[src/rtl/logic_gate_pipe_if.sv]
// Operand/result handshake bundle for logic_gate_pipe.
// The master side produces operands and consumes results; the slave side is the pipeline.
interface logic_gate_pipe_if #(
    parameter int unsigned WIDTH = 8
);
    logic             in_valid;
    logic             in_ready;
    logic [2:0]       op;
    logic [WIDTH-1:0] a;
    logic [WIDTH-1:0] b;
    logic             out_valid;
    logic             out_ready;
    logic [WIDTH-1:0] y;

    modport master (
        output in_valid, op, a, b, out_ready,
        input  in_ready, out_valid, y
    );

    modport slave (
        input  in_valid, op, a, b, out_ready,
        output in_ready, out_valid, y
    );
endinterface

[src/rtl/logic_gate_pipe.sv]
// Pipelined bitwise logic unit with valid/ready flow control and a completed-transaction counter.
// Optional y_all/y_any reduction outputs are enabled by defining LOGIC_GATE_PIPE_REDUCE_EN.
module logic_gate_pipe #(
    parameter int unsigned WIDTH  = 8,
    parameter int unsigned STAGES = 2,
    parameter int unsigned XCNT_W = 16
) (
    input  logic              clk,
    input  logic              rst,
    logic_gate_pipe_if.slave  bus,
    output logic [XCNT_W-1:0] xact_count
`ifdef LOGIC_GATE_PIPE_REDUCE_EN
    ,
    output logic              y_all,
    output logic              y_any
`endif
);

    if (WIDTH < 1 || WIDTH > 64) begin : g_bad_width
        $error("logic_gate_pipe: WIDTH must be in 1..64");
    end
    if (STAGES < 1 || STAGES > 4) begin : g_bad_stages
        $error("logic_gate_pipe: STAGES must be in 1..4");
    end
    if (XCNT_W < 1) begin : g_bad_xcnt
        $error("logic_gate_pipe: XCNT_W must be at least 1");
    end

    function automatic logic [WIDTH-1:0] gate(
        input logic [2:0]       sel,
        input logic [WIDTH-1:0] x,
        input logic [WIDTH-1:0] z
    );
        logic [WIDTH-1:0] r;
        unique case (sel)
            3'b000: r = x & z;
            3'b001: r = x | z;
            3'b010: r = x ^ z;
            3'b011: r = ~(x & z);
            3'b100: r = ~(x | z);
            3'b101: r = ~(x ^ z);
            3'b110: r = x & ~z;
            3'b111: r = x;
        endcase
        return r;
    endfunction

    logic [STAGES-1:0] v;
    logic [WIDTH-1:0]  d [STAGES];
    logic [STAGES-1:0] ld;
    logic              chain_full;
    logic [WIDTH-1:0]  result;
    logic              accept;
    logic              handshake;
    logic [XCNT_W-1:0] cnt;

    // A stage can load when it, or any stage downstream of it, has a free slot, or the
    // consumer drains the last stage; this is the chain adv[k] = load(k+1) flattened.
    always_comb begin
        chain_full = 1'b1;
        ld         = '0;
        for (int k = int'(STAGES) - 1; k >= 0; k--) begin
            chain_full = chain_full & v[k];
            ld[k]      = !chain_full || bus.out_ready;
        end
    end

    assign result    = gate(bus.op, bus.a, bus.b);
    assign accept    = bus.in_valid && ld[0];
    assign handshake = v[STAGES-1] && bus.out_ready;

    assign bus.in_ready  = ld[0];
    assign bus.out_valid = v[STAGES-1];
    assign bus.y         = d[STAGES-1];
    assign xact_count    = cnt;

    always_ff @(posedge clk or posedge rst) begin
        if (rst) begin
            v <= '0;
            for (int k = 0; k < int'(STAGES); k++) begin
                d[k] <= '0;
            end
        end else begin
            if (ld[0]) begin
                v[0] <= bus.in_valid;
                if (accept) begin
                    d[0] <= result;
                end
            end
            // Stages past 0 only delay; data moves only when a valid word arrives.
            for (int k = 1; k < int'(STAGES); k++) begin
                if (ld[k]) begin
                    v[k] <= v[k-1];
                    if (v[k-1]) begin
                        d[k] <= d[k-1];
                    end
                end
            end
        end
    end

    always_ff @(posedge clk or posedge rst) begin
        if (rst) begin
            cnt <= '0;
        end else if (handshake) begin
            cnt <= cnt + XCNT_W'(1);
        end
    end

`ifdef LOGIC_GATE_PIPE_REDUCE_EN
    logic [STAGES-1:0] all_r;
    logic [STAGES-1:0] any_r;

    // Reduction flags ride beside d so they stay aligned with y and out_valid.
    always_ff @(posedge clk or posedge rst) begin
        if (rst) begin
            all_r <= '0;
            any_r <= '0;
        end else begin
            if (accept) begin
                all_r[0] <= &result;
                any_r[0] <= |result;
            end
            for (int k = 1; k < int'(STAGES); k++) begin
                if (ld[k] && v[k-1]) begin
                    all_r[k] <= all_r[k-1];
                    any_r[k] <= any_r[k-1];
                end
            end
        end
    end

    assign y_all = all_r[STAGES-1];
    assign y_any = any_r[STAGES-1];
`endif

endmodule

[src/flat_wrapper.sv]
// flat-port wrapper written by rule: the top's interface ports become plain ports
module logic_gate_pipe_flat 
#(
    parameter int unsigned WIDTH  = 8,
    parameter int unsigned STAGES = 2,
    parameter int unsigned XCNT_W = 16
)
  (clk, rst, xact_count, bus_in_valid, bus_op, bus_a, bus_b, bus_out_ready, bus_in_ready, bus_out_valid, bus_y);
  logic_gate_pipe_if #(.WIDTH(WIDTH)) bus_i ();
  input  logic clk;
  input  logic rst;
  output logic [XCNT_W-1:0] xact_count;
  input wire logic [$bits(bus_i.in_valid)-1:0] bus_in_valid;
  input wire logic [$bits(bus_i.op)-1:0] bus_op;
  input wire logic [$bits(bus_i.a)-1:0] bus_a;
  input wire logic [$bits(bus_i.b)-1:0] bus_b;
  input wire logic [$bits(bus_i.out_ready)-1:0] bus_out_ready;
  output wire logic [$bits(bus_i.in_ready)-1:0] bus_in_ready;
  output wire logic [$bits(bus_i.out_valid)-1:0] bus_out_valid;
  output wire logic [$bits(bus_i.y)-1:0] bus_y;
  assign bus_i.in_valid = bus_in_valid;
  assign bus_i.op = bus_op;
  assign bus_i.a = bus_a;
  assign bus_i.b = bus_b;
  assign bus_i.out_ready = bus_out_ready;
  assign bus_in_ready = bus_i.in_ready;
  assign bus_out_valid = bus_i.out_valid;
  assign bus_y = bus_i.y;
  logic_gate_pipe #(.WIDTH(WIDTH), .STAGES(STAGES), .XCNT_W(XCNT_W)) u_core (.clk(clk), .rst(rst), .bus(bus_i), .xact_count(xact_count));
endmodule
[config.mk]
export PLATFORM = sky130hd
export DESIGN_NAME = logic_gate_pipe_flat
export DESIGN_NICKNAME = d
export VERILOG_FILES = /design/src/rtl/logic_gate_pipe_if.sv /design/src/rtl/logic_gate_pipe.sv /design/src/flat_wrapper.sv
export SDC_FILE = /design/constraint.sdc
export NUM_CORES = 1
export LEC_CHECK = 0
export CORE_UTILIZATION = 30
export DETAILED_ROUTE_END_ITERATION = 16
export PLACE_DENSITY = 0.61
export SLEW_MARGIN = 0
export SYNTH_ARGS = -nofsm -noshare
export SYNTH_HDL_FRONTEND = slang
export SYNTH_SLANG_ARGS = --single-unit
[constraint.sdc]
create_clock -name clk -period 1.3 [get_ports clk]
set_clock_uncertainty 0.2 [all_clocks]
set_input_delay 0.26 -clock clk [delete_from_list [all_inputs] [get_ports clk]]
set_output_delay 0.26 -clock clk [all_outputs]
set_load 0.03 [all_outputs]
==> impl_metrics.ini <==
[yosys]
synth_nets = 289
netlist_area_um2 = 2390
yosys_most_used_dff = dfrtp_1
synth-seq-cells = 34
yosys.area_share.xor_xnor = 0.0549
synth_async_sr_flop_share = 1.00
synth_cell_types = 36
synth_compound_area_frac = 0.128
synth-simple-area-share = 0.158
ys.warnings.count = 0
avgSynthCellArea_um2 = 9.93
syn_inst = 241
synth_fa_ha_area_frac = 0.131
synth_edf_count = 0
ys_seq_area_frac = 0.355
synth_top_family_by_area = simple AND/OR/NAND/NOR gates
yosys-mux-area-fraction = 0.0842

[power_and_ir_drop]
ir_drop_v = 0.000542
power.density_nw_per_um2 = 1110
p_leak_nw = 1.92

[setup_path]
crit_chain = nand3b_1, buf_4, buf_6
path_delay_family = flip-flops
rrSetupSlack_ns = -0.18
cp.arrival_ns = 1.08
critPathMaxFanout = 4
cpPeakStageDelay_ns = 0.43
crit_required_ns = 0.84
crit_path_top_delay_cell = dfrtp_2
endpoint_kind = primary output
start_kind = flip-flop
worstSetupPathType = flip-flop to primary output
cp_num_buf_inv = 2

[status]
violations = setup timing
status = finished, violations left

[sta]
grt_setup_unrepaired = yes
fmax_ghz = 0.648
whs_ns = 0.126
final_hold_viol_count = 0
relSlewSlack = 0.777
finalMaxSlewViolations = 0
period_needed_ns = 1.54
finalSetupViolations = 42
setup_ws_ns = -0.243
worstMarginPinSlew_ns = 0.333
fin_crit_sh = 1.19
tns_ns = -4.54

[global_route]
grt_pass1_wl_um = 10400
grt_usage = 0.155
overflow = 0
antenna_found_initial = 0
grt_pass1_vias = 2339
grt_max_degree = 35

[cells_and_area]
final_cell_mix = 62 x buf_4, 51 x buf_6, 23 x dfrtp_1
final_cells = 466
final_common_cell = buf_4
antenna_cells = 0
drive_gt1_frac = 0.629
area_delta_synth_final_pct = 71.4
nFillCells = 682
fin_nets = 411

[routing]
drc = 0
vias_per_cell = 4.69
drt_iter0_drc = 74
wl_per_cell_um = 13.7
routed-via-count = 2186
wl_um = 6400
first_pass_iters = 5
detail-route-antenna-nets = 0

[cts]
root_buffer = clkbuf_8
clk_pin_slew_ns = 0.07
cts_buffers = 5
cts_htree_levels = 2
clockBufferDepth = 2
cts_tree = yes
insertion_delay_ns = 0.28
cts_sinks = 34

[placement]
numPortBuffers = 48
hpwl_um = 4030
dp_cells = 426
gp_congestion = 0.843

[floorplanning]
dieHeight_um = 91.3
io_pins = 49
die_w_um = 91.3
core_area_um2 = 7730
initial_core_util = 0.310
rows = 32
dieArea_um2 = 8340

[run]
cap_violations = 0

[hold_path]
min_path_type = primary input to asynchronous set/reset pin
-- cells in the mapped netlist (all sizes together), types with 5 or more instances --
library cell / n / area (um2)
dfrtp: 34 / 851
a211oi: 8 / 60.1
nor2: 9 / 33.8
nor2b: 9 / 56.3
nand2: 19 / 73.8
ha: 25 / 313
mux2i: 10 / 100
nand3: 7 / 40.0
inv: 22 / 82.6
o21ai: 7 / 35.0
mux2: 9 / 101
xnor2: 10 / 87.6
o32ai: 13 / 114
buf: 18 / 131
a21oi: 8 / 40.0
xor2: 5 / 43.8
-- final cells by class --
class	count	area (um2)	share of cell area
clock buffers	6	72.6	0.0177
clock inverters	2	10.0	0.00244
inverters	22	82.6	0.0201
multi-input cells	167	1740	0.423
flip-flops and latches	34	865	0.211
well taps	102	128	0.0311
repair buffers	133	1210	0.294
-- power breakdown --
| part | switching (mW) | leakage [nW] | internal, mW | total, mW |
|---|---|---|---|---|
| clock | 0.378 | 0.0450 | 0.371 | 0.749 |
| sequential | 0.196 | 0.418 | 1.29 | 1.49 |
| combinational | 1.08 | 1.46 | 1.25 | 2.34 |
-- metrics by stage --
stage	power [mW]	utilization	setup WS [ns]	instance area, um2
after floorplan	2.55	-	-0.314	2470
after global placement	3.15	0.425	-0.744	3280
after detailed placement	3.18	0.425	-0.774	3280
after CTS	4.41	0.507	-0.258	3920
after global routing	4.83	0.531	-0.298	4100
final	4.57	0.531	-0.243	4100
-- metal layers --
layer	wire length, um	track usage
met5	0	0
met4	136	0.0622
met3	210	0.0226
met2	3240	0.273
met1	2810	0.190
-- cell families after synthesis --
family / Yosys count
AND/OR/NAND/NOR: 66
AO/OA/AOI/OAI: 42
buffers and inverters: 40
flip-flops: 34
adder cells (fa/ha/maj): 25
multiplexers: 19
XOR/XNOR: 15
-- worst reg2reg max path, cell delays in order (launching register included) --
cell     delay (ns)
dfrtp_2        0.39
nand3_2        0.15
nor4_4         0.35
nand3_1        0.13
xnor2_1        0.14
-- registers in the layout, indices dropped and copies added, names as in the netlist --
name and count:
u_core.v 2, u_core.xact_count 16, u_core.d 8, u_core.bus.y 8
-- path summary, 6_finish.rpt --
path / startpoint / endpoint / depth (start not counted)
setup reg to reg: u_core.v[1]$_DFFE_PP0N_ / u_core.xact_count[15]$_DFFE_PP0P_ / 4
setup / recovery: u_core.v[1]$_DFFE_PP0N_ / bus_in_ready / 3
hold / removal: rst / u_core.xact_count[15]$_DFFE_PP0P_ / 3
min in group clk: u_core.d[10]$_DFFE_PP0P_ / u_core.d[10]$_DFFE_PP0P_ / 2
hold reg to reg: u_core.d[10]$_DFFE_PP0P_ / u_core.d[10]$_DFFE_PP0P_ / 2
max in group asynchronous: rst / u_core.v[1]$_DFFE_PP0N_ / 3
-- timing repair --
item | CTS | global route
hold buffers | 0 | 0
resized for setup | 171 | 26
cloned | 1 | 0
endpoints found under the setup margin | 57 | 56
buffers inserted | 24 | 7
pin swaps | 42 | 15
No activity file was read; power rests on OpenSTA's default activity.
